===== config.mk =====
export PLATFORM = sky130hd
export DESIGN_NAME = h14tx_period_sched
export DESIGN_NICKNAME = d
export VERILOG_FILES = /design/src/rtl/h14tx_period_sched.sv
export SDC_FILE = /design/constraint.sdc
export NUM_CORES = 1
export LEC_CHECK = 0
export ABC_AREA = 0
export CAP_MARGIN = 20
export CORE_MARGIN = 4
export CORE_UTILIZATION = 42
export DETAILED_ROUTE_END_ITERATION = 16
export PLACE_DENSITY = 0.75
export SYNTH_ARGS = -nofsm -noshare
export SYNTH_HDL_FRONTEND = slang
export SYNTH_SLANG_ARGS = --single-unit

===== constraint.sdc =====
create_clock -name clk -period 2.1 [get_ports clk]
set_clock_uncertainty 0.2 [all_clocks]
set_input_delay 0.63 -clock clk [delete_from_list [all_inputs] [get_ports clk]]
set_output_delay 0.63 -clock clk [all_outputs]
set_load 0.03 [all_outputs]

===== src/rtl/h14tx_period_sched.sv =====
// Period scheduler for the HDMI 1.4 transmitter: registered period, CTL, packet slot and
// packet-consume pulse, derived from the timing generator's x/y and a single packet source.
module h14tx_period_sched #(
  parameter int BitWidth     = 11,
  parameter int BitHeight    = 10,
  parameter int HActive      = 1280,
  parameter int HTotal       = 1650,
  parameter int VActive      = 720,
  parameter int VTotal       = 750,
  parameter int IslandOffset = 4,
  parameter int MaxPackets   = 2
) (
  input  logic                 clk,
  input  logic                 rst_n,
  input  logic [BitWidth-1:0]  x,
  input  logic [BitHeight-1:0] y,
  input  logic                 pkt_valid,
  output logic                 pkt_ready,
  output logic [2:0]           period,
  output logic [3:0]           ctl,
  output logic [4:0]           slot
);

  if ((HActive + IslandOffset + 12 + 32*MaxPackets + 12 > HTotal - 10) || (IslandOffset < 4))
  begin : g_bad_cfg
    $error("h14tx_period_sched: island does not fit in horizontal blanking");
  end

  localparam int NW = (MaxPackets < 2) ? 1 : $clog2(MaxPackets + 1);
  localparam logic [BitWidth-1:0]  XDec  = BitWidth'(HActive + IslandOffset);
  localparam logic [BitWidth-1:0]  XPreS = BitWidth'(HTotal - 10);
  localparam logic [BitWidth-1:0]  XGbS  = BitWidth'(HTotal - 2);
  localparam logic [BitWidth-1:0]  XLast = BitWidth'(HTotal - 1);
  localparam logic [BitWidth-1:0]  XAct  = BitWidth'(HActive);
  localparam logic [BitHeight-1:0] YAct  = BitHeight'(VActive);
  localparam logic [BitHeight:0]   YnTot = (BitHeight+1)'(VTotal);
  localparam logic [BitHeight:0]   YnAct = (BitHeight+1)'(VActive);
  localparam logic [NW-1:0]        NMax  = NW'(MaxPackets);

  localparam logic [2:0] P_CTRL = 3'd0, P_VPRE = 3'd1, P_VGB = 3'd2, P_VID = 3'd3,
                         P_DPRE = 3'd4, P_DGBL = 3'd5, P_DATA = 3'd6, P_DGBT = 3'd7;

  typedef enum logic [2:0] {S_IDLE, S_PRE, S_GBL, S_DATA, S_GBT} st_e;

  st_e             st_q, st_d;
  logic [4:0]      cnt_q, cnt_d;
  logic [NW-1:0]   npkt_q, npkt_d;
  logic            pre_run_q, pre_run_d;
  logic            seen_q, seen_d;
  logic            rdy_q, rdy_d;
  logic [2:0]      per_q, per_d;
  logic [3:0]      ctl_q, ctl_d;
  logic [4:0]      slot_q, slot_d;

  logic [BitHeight:0] yn;
  logic               succ, in_pre, in_gb;

  always_comb begin
    yn     = {1'b0, y} + 1'b1;
    // Line VTotal-1 wraps to line 0, which is always active.
    succ   = (yn == YnTot) ? 1'b1 : (yn < YnAct);
    in_pre = succ && (x >= XPreS) && (x < XGbS);
    in_gb  = succ && (x >= XGbS) && (x <= XLast);
  end

  always_comb begin
    st_d   = st_q;
    cnt_d  = cnt_q;
    npkt_d = npkt_q;
    rdy_d  = 1'b0;
    case (st_q)
      S_IDLE: if (x == XDec && pkt_valid) begin st_d = S_PRE; cnt_d = '0; end
      S_PRE:  if (cnt_q == 5'd7) begin st_d = S_GBL; cnt_d = '0; end else cnt_d = cnt_q + 1'b1;
      S_GBL:
        if (cnt_q == 5'd1) begin
          st_d = S_DATA; cnt_d = '0; npkt_d = NW'(1); rdy_d = 1'b1;
        end else cnt_d = cnt_q + 1'b1;
      S_DATA:
        if (cnt_q == 5'd31) begin
          if (pkt_valid && npkt_q < NMax) begin
            cnt_d = '0; npkt_d = npkt_q + 1'b1; rdy_d = 1'b1;
          end else begin
            st_d = S_GBT; cnt_d = '0;
          end
        end else cnt_d = cnt_q + 1'b1;
      S_GBT:  if (cnt_q == 5'd1) begin st_d = S_IDLE; cnt_d = '0; end else cnt_d = cnt_q + 1'b1;
      default: begin st_d = S_IDLE; cnt_d = '0; end
    endcase

    // Video is only allowed after a preamble that started at its first cycle.
    pre_run_d = (in_pre || in_gb) ? ((x == XPreS) ? 1'b1 : pre_run_q) : 1'b0;
    if (in_gb && x == XLast && pre_run_q) seen_d = 1'b1;
    else if (x == XAct)                   seen_d = 1'b0;
    else                                  seen_d = seen_q;

    case (st_d)
      S_PRE:   per_d = P_DPRE;
      S_GBL:   per_d = P_DGBL;
      S_DATA:  per_d = P_DATA;
      S_GBT:   per_d = P_DGBT;
      default:
        if (in_pre)                          per_d = P_VPRE;
        else if (in_gb)                      per_d = P_VGB;
        else if (x < XAct && y < YAct && seen_q) per_d = P_VID;
        else                                 per_d = P_CTRL;
    endcase
    ctl_d  = (per_d == P_VPRE) ? 4'b0001 : (per_d == P_DPRE) ? 4'b0101 : 4'b0000;
    slot_d = (st_d == S_DATA) ? cnt_d : 5'd0;
  end

  always_ff @(posedge clk or negedge rst_n) begin
    if (!rst_n) begin
      st_q      <= S_IDLE;
      cnt_q     <= '0;
      npkt_q    <= '0;
      pre_run_q <= 1'b0;
      seen_q    <= 1'b0;
      rdy_q     <= 1'b0;
      per_q     <= P_CTRL;
      ctl_q     <= 4'b0000;
      slot_q    <= '0;
    end else begin
      st_q      <= st_d;
      cnt_q     <= cnt_d;
      npkt_q    <= npkt_d;
      pre_run_q <= pre_run_d;
      seen_q    <= seen_d;
      rdy_q     <= rdy_d;
      per_q     <= per_d;
      ctl_q     <= ctl_d;
      slot_q    <= slot_d;
    end
  end

  assign pkt_ready = rdy_q;
  assign period    = per_q;
  assign ctl       = ctl_q;
  assign slot      = slot_q;

endmodule


==> impl_metrics.env, run 1 <==
export IMPL_setup_violations_final=6
export IMPL_holdBufCountCts=0
export IMPL_drive_above_1_share=0.3500
export IMPL_antenna_cells=0
export IMPL_worstPathRequired_ns=2.12
export IMPL_p_total_mw=2.103
export IMPL_cp_start_kind="flip-flop"
export IMPL_cp_max_fo=4
export IMPL_maxCapViolations=0
export IMPL_multi_input_area_um2=818.3
export IMPL_yosys_register_bits=23
export IMPL_worstSetupPathType="flip-flop to flip-flop"
export IMPL_io_pins=37
export IMPL_via_count=1308
export IMPL_leakage_nw=0.9673
export IMPL_peakVddDrop_uv=440.2
export IMPL_core_area_um2=2805
export IMPL_violations="negative setup slack"
export IMPL_timing_final_crit_share=1.037
export IMPL_finalHoldViolCount=0
export IMPL_cts_clk_slew_worst_paths_ns=0.12
export IMPL_timing_fmax_mhz=459.1
export IMPL_fin_hold_ws_ns=0.2832
export IMPL_post_drt_wl_per_cell_um=15.70
export IMPL_fillers=211
export IMPL_ys_seq_area_frac=0.4595
export IMPL_seq_area_um2=576.8
export IMPL_place_gp_congestion=0.8374
export IMPL_die_h_um=62.61
export IMPL_core_rowCount=19
export IMPL_via_per_inst=5.662
export IMPL_overflow=0
export IMPL_io_buffer_count=34
export IMPL_numCtsBuffers=3
export IMPL_crit_arrival_ns=2.20
export IMPL_end_kind="flip-flop"
export IMPL_ant_nets=0
export IMPL_layout_nets=228
export IMPL_area_growth_pct=64.74
export IMPL_fin_cells=231
export IMPL_cts_sinks=23
export IMPL_synth_avg_cell_area_um2=9.561
export IMPL_cts_tree="done"
export IMPL_fp_dieArea_um2=3919
export IMPL_syn_area_um2=1252
export IMPL_worst_slack_ns=-0.07813
export IMPL_routed_wl_mm=3.626
export IMPL_dp_worst_setup_slack_ns=-0.5883
export IMPL_place_inst=220
export IMPL_final_min_clock_period_ns=2.178
export IMPL_groute_usage_overall=0.1937
export IMPL_drtPass1Iterations=4
export IMPL_powerDensity_nw_per_um2=1019
export IMPL_antenna_found_initial=0
export IMPL_clock_latency_ns=0.31
export IMPL_drt_initial_drc_count=54
export IMPL_worstHoldPathType="flip-flop to flip-flop"
export IMPL_slew_violations=0
export IMPL_grt_pass1_wl_mm=6.016
export IMPL_dp_final_hpwl_mm=2.609
export IMPL_grt_pass1_vias=1357
export IMPL_synth_cells=131
export IMPL_synth_cell_types=43
export IMPL_ctsLongestPathBuffers=2
export IMPL_yosysWarnings=0
export IMPL_final_util=0.7355
export IMPL_start_util=0.4465
export IMPL_rsz0062_at_grt="true"
export IMPL_outcome="finished, violations left"
export IMPL_post_route_drc_count=0
export IMPL_cts_root_buffer="clkbuf_4"
export IMPL_grt_max_degree=24
export IMPL_die_width_um=62.61
export IMPL_htree_levels=1
==> placed cells by master (no fill, tap or decap), types with 4 or more instances in the layout <==
cell type | Yosys | layout
clkdlybuf4s50_1 | 0 | 15
buf_6 | 0 | 6
buf_4 | 2 | 26
a21oi_1 | 9 | 7
nor2_1 | 8 | 7
inv_1 | 6 | 5
and3_4 | 1 | 4
nor2b_1 | 5 | 4
dfrtp_1 | 23 | 22
dlygate4sd2_1 | 0 | 19
nand2_1 | 10 | 9
==> worst max-delay path, stage by stage, from the launching register on <==
cell	delay, ns
dfrtp_2	0.46
ha_4	0.15
or4b_4	0.48
and3_4	0.21
a221o_1	0.26
a22o_1	0.22
o21a_1	0.10
==> per-stage QoR <==
stage | TNS (ns) | area (um^2)
finish | -0.3315 | 2063
global route | -0.9798 | 2063
CTS | -0.1860 | 1981
detailed placement | -6.773 | 1810
global placement | -6.074 | 1810
floorplan | -0.02525 | 1259
==> layout make-up <==
type,count,share of cell area
multi-input combinational,101,0.3966
timing repair buffer,66,0.2808
sequential,23,0.2796
tap,31,0.01880
clock buffer,3,0.01092
inverter,6,0.01092
clock inverter,1,0.002426
==> what timing repair did <==
| action | 4_1_cts | 5_1_grt |
|---|---|---|
| setup endpoints to repair | 28 | 14 |
| pin swaps | 12 | 12 |
| hold endpoints to repair | 0 | 0 |
| resized for setup | 42 | 19 |
| buffers inserted | 6 | 1 |
==> cell usage after synthesis <==
cell type  instances  area (um^2)
dfrtp_1           23        575.6
nand2_1           10        37.54
a21oi_1            9        45.04
nor2_1             8        30.03
inv_1              6        22.52
nand3_1            5        25.02
nor2b_1            5        31.28
nor3_1             5        25.02
o21ai_0            5        25.02
or2_2              4        25.02
and3_1             3        18.77
ha_1               3        37.54
nand2b_1           3        18.77
nand4_1            3        18.77
or3_1              3        18.77
a31oi_1            2        12.51
and2_1             2        12.51
and4b_1            2        20.02
buf_4              2        15.01
nor4_1             2        12.51
nor4b_1            2        17.52
o21a_1             2        15.01
o41ai_1            2        17.52
a211oi_1           1        7.510
a21o_1             1        7.510
a21oi_2            1        8.760
a221o_1            1        10.01
a22o_1             1        8.760
a311o_2            1        11.26
a41oi_1            1        8.760
and2b_1            1        7.510
and3_4             1        11.26
conb_1             1        3.750
nand4b_1           1        8.760
nand4bb_1          1        11.26
o211a_1            1        10.01
o211ai_1           1        7.510
o21ai_1            1        5.000
o21ba_2            1        10.01
o22ai_1            1        6.260
or4_1              1        7.510
or4b_1             1        10.01
or4b_4             1        13.76
==> registers in the layout, summed over array words and instances, names as in the netlist <==
name       count
cnt_q          5
slot           5
period         3
st_q           3
ctl            2
npkt_q         2
pkt_ready      1
pre_run_q      1
seen_q         1
==> cells by family (layout without fill, tap and decap cells) <==
logic type               after synthesis  after routing  share of synthesized area
AO/OA/AOI/OAI                         32             32                     0.1728
AND/OR/NAND/NOR                       64             64                     0.3047
adder cells (fa/ha/maj)                3              3                    0.02997
buffers and inverters                  8             76                    0.02997
other                                  1              2                   0.002994
flip-flops                            23             23                     0.4595
==> path summary, 6_finish.rpt <==
path	start	to	slack [ns]	cells past startpoint
max in group asynchronous	rst_n	cnt_q[0]	1.00	2
min in group asynchronous	rst_n	cnt_q[4]	0.46	2
hold reg to reg	npkt_q[0]	npkt_q[0]	0.28	1
setup reg to reg	cnt_q[0]	slot[4]	-0.08	6
setup / recovery	cnt_q[0]	slot[4]	-0.08	6
hold / removal	npkt_q[0]	npkt_q[0]	0.28	1
==> report_power, final <==
part | switching (mW) | internal, mW
Clock | 0.133 | 0.0713
Sequential | 0.120 | 0.583
Combinational | 0.588 | 0.607
Total | 0.841 | 1.26
==> layer usage <==
layer	vias to the layer above	part of all wire	track usage
met5	-	0	0
met4	0	0.014	0.06887
met3	5	0.049	0.03058
met2	43	0.56	0.3888
met1	639	0.38	0.1975
li1	621	-	-
Note: power is estimated with default switching activity, not from simulation.
==> run 2: changes to the inputs <==
Settings changed: CORE_UTILIZATION 42 to 55, DONT_BUFFER_PORTS set to 1, PLACE_DENSITY 0.75 to 0.73, SETUP_SLACK_MARGIN set to 0.15.
==> run 2 against run 1 <==
- the flow still finishes with violations (negative setup slack)
- register-to-register slack lost 0.08 ns
- die area shrank 21%
- hold slack lost 0.032 ns
- sequential power grew 20%
- flip-flop and latch count is the same
- first-iteration DRC count grew 22%
- via count shrank 11%
- core utilization is essentially flat
- count of clock-buffer cells in the layout is the same
==> impl_metrics.env, run 2 (synthesis results as in run 1) <==
export IMPL_rsz0062_at_grt="true"
export IMPL_die_width_um=55.72
export IMPL_place_gp_congestion=0.8617
export IMPL_worst_slack_ns=-0.1620
export IMPL_fin_tns_setup_ns=-0.4617
export IMPL_routed_wl_mm=3.132
export IMPL_start_util=0.5717
export IMPL_timing_slew_headroom=0.6267
export IMPL_grt_pass1_vias=1218
export IMPL_final_min_clock_period_ns=2.262
export IMPL_core_area_um2=2191
export IMPL_peakVddDrop_uv=891.0
export IMPL_final_common_cell="dfrtp_1"
export IMPL_worstPathRequired_ns=2.12
export IMPL_via_count=1166
export IMPL_timing_final_crit_share=1.077
export IMPL_drt_initial_drc_count=66
export IMPL_cp_start_kind="flip-flop"
export IMPL_cts_clk_slew_worst_paths_ns=0.12
export IMPL_fillers=145
export IMPL_dp_final_hpwl_mm=2.203
export IMPL_post_drt_wl_per_cell_um=17.11
export IMPL_post_route_drc_count=0
export IMPL_p_total_mw=1.911
export IMPL_ff2ff_path_depth=6
export IMPL_clock_latency_ns=0.32
export IMPL_io_buffer_count=0
export IMPL_maxCapViolations=0
export IMPL_reg2reg_from="cnt_q[0]"
export IMPL_ant_nets=0
export IMPL_violations="negative setup slack"
export IMPL_grt_max_degree=24
export IMPL_htree_levels=1
export IMPL_cts_tree="done"
export IMPL_fp_dieArea_um2=3105
export IMPL_antenna_cells=0
export IMPL_numCtsBuffers=3
export IMPL_io_pins=37
export IMPL_layout_nets=183
export IMPL_area_growth_pct=28.57
export IMPL_seq_area_um2=575.6
export IMPL_slew_violations=0
export IMPL_drtPass1Iterations=4
export IMPL_antenna_found_initial=0
export IMPL_overflow=0
export IMPL_end_kind="flip-flop"
export IMPL_cp_max_fo=3
export IMPL_multi_input_area_um2=774.5
export IMPL_endpoint="slot[4]"
export IMPL_die_h_um=55.72
export IMPL_final_cell_mix="dfrtp_1, buf_4, nand2_1, nor2_1"
export IMPL_groute_usage_overall=0.2077
export IMPL_powerDensity_nw_per_um2=1187
export IMPL_timing_fmax_mhz=442.1
export IMPL_setup_violations_final=6
export IMPL_r2r_setup_slack_ns=-0.16
export IMPL_via_per_inst=6.372
export IMPL_cts_root_buffer="clkbuf_4"
export IMPL_critPathLaunch="cnt_q[0]"
export IMPL_grt_pass1_wl_mm=5.154
export IMPL_outcome="finished, violations left"
export IMPL_worstHoldPathType="primary input to flip-flop"
export IMPL_core_rowCount=17
export IMPL_dp_worst_setup_slack_ns=-0.1520
export IMPL_rr_endpoint="slot[4]"
export IMPL_ctsLongestPathBuffers=2
export IMPL_crit_arrival_ns=2.28
export IMPL_drive_above_1_share=0.3484
export IMPL_worstMarginPinSlew_ns=0.5527
export IMPL_leakage_nw=0.7135
export IMPL_finalHoldViolCount=0
export IMPL_cts_sinks=23
export IMPL_worstSetupPathType="flip-flop to flip-flop"
-- run 2: area by class of cell --
type,instances,area share
Multi-Input combinational cell,101,0.4810
Sequential cell,23,0.3574
Timing Repair Buffer,21,0.1088
Tap cell,28,0.02176
Clock buffer,3,0.01399
Inverter,6,0.01399
Clock inverter,1,0.003108
-- run 2: per-layer routing --
metal | GRT usage | wire length (um) | share of wire | vias up
li1 | - | - | - | 529
met2 | 0.3885 | 1663 | 0.53 | 56
met4 | 0.1007 | 80 | 0.026 | 0
met5 | 0 | 0 | 0 | -
met1 | 0.2295 | 1196 | 0.38 | 571
met3 | 0.02320 | 191 | 0.061 | 10
-- run 2: worst min path at each step --
| stage | cells past startpoint | startpoint | slack (ns) | to |
|---|---|---|---|---|
| finish | 2 | x[0] | 0.25 | seen_q |
| global route | 2 | x[0] | 0.25 | seen_q |
| CTS | 2 | x[0] | 0.25 | seen_q |
| detailed placement | 0 | rst_n | 0.13 | slot[3] |
| global placement | 0 | rst_n | 0.13 | slot[3] |
| floorplan | 0 | rst_n | 0.13 | cnt_q[0] |
-- run 2: power by group --
group          switching [mW]  internal, mW
Combinational           0.410         0.452
Clock                   0.135        0.0714
Sequential              0.260         0.582
Total                   0.805          1.11
-- run 2: through the flow --
stage,utilization,hold slack [ns],cell area (um^2),instances
after floorplan,-,0.1344,1272,132
after global routing,0.7350,0.2456,1610,183
after CTS,0.6939,0.2508,1520,179
after detailed placement,0.6345,0.1349,1390,171
final,0.7350,0.2508,1610,183
after global placement,0.6345,0.1349,1390,171
-- run 2: critical path, stage by stage (launching register included) --
cell and delay (ns):
dfrtp_1 0.44, ha_2 0.21, or4b_4 0.49, and3_4 0.21
a221o_1 0.27, a22o_1 0.23, o21a_1 0.11
-- run 2: repair_timing --
action,in CTS,in global routing
hold buffers,1,0
gates resized for setup,16,13
endpoints found under the hold margin,23,0
buffers inserted,3,3
pin swaps,1,9
setup endpoints to repair,18,21
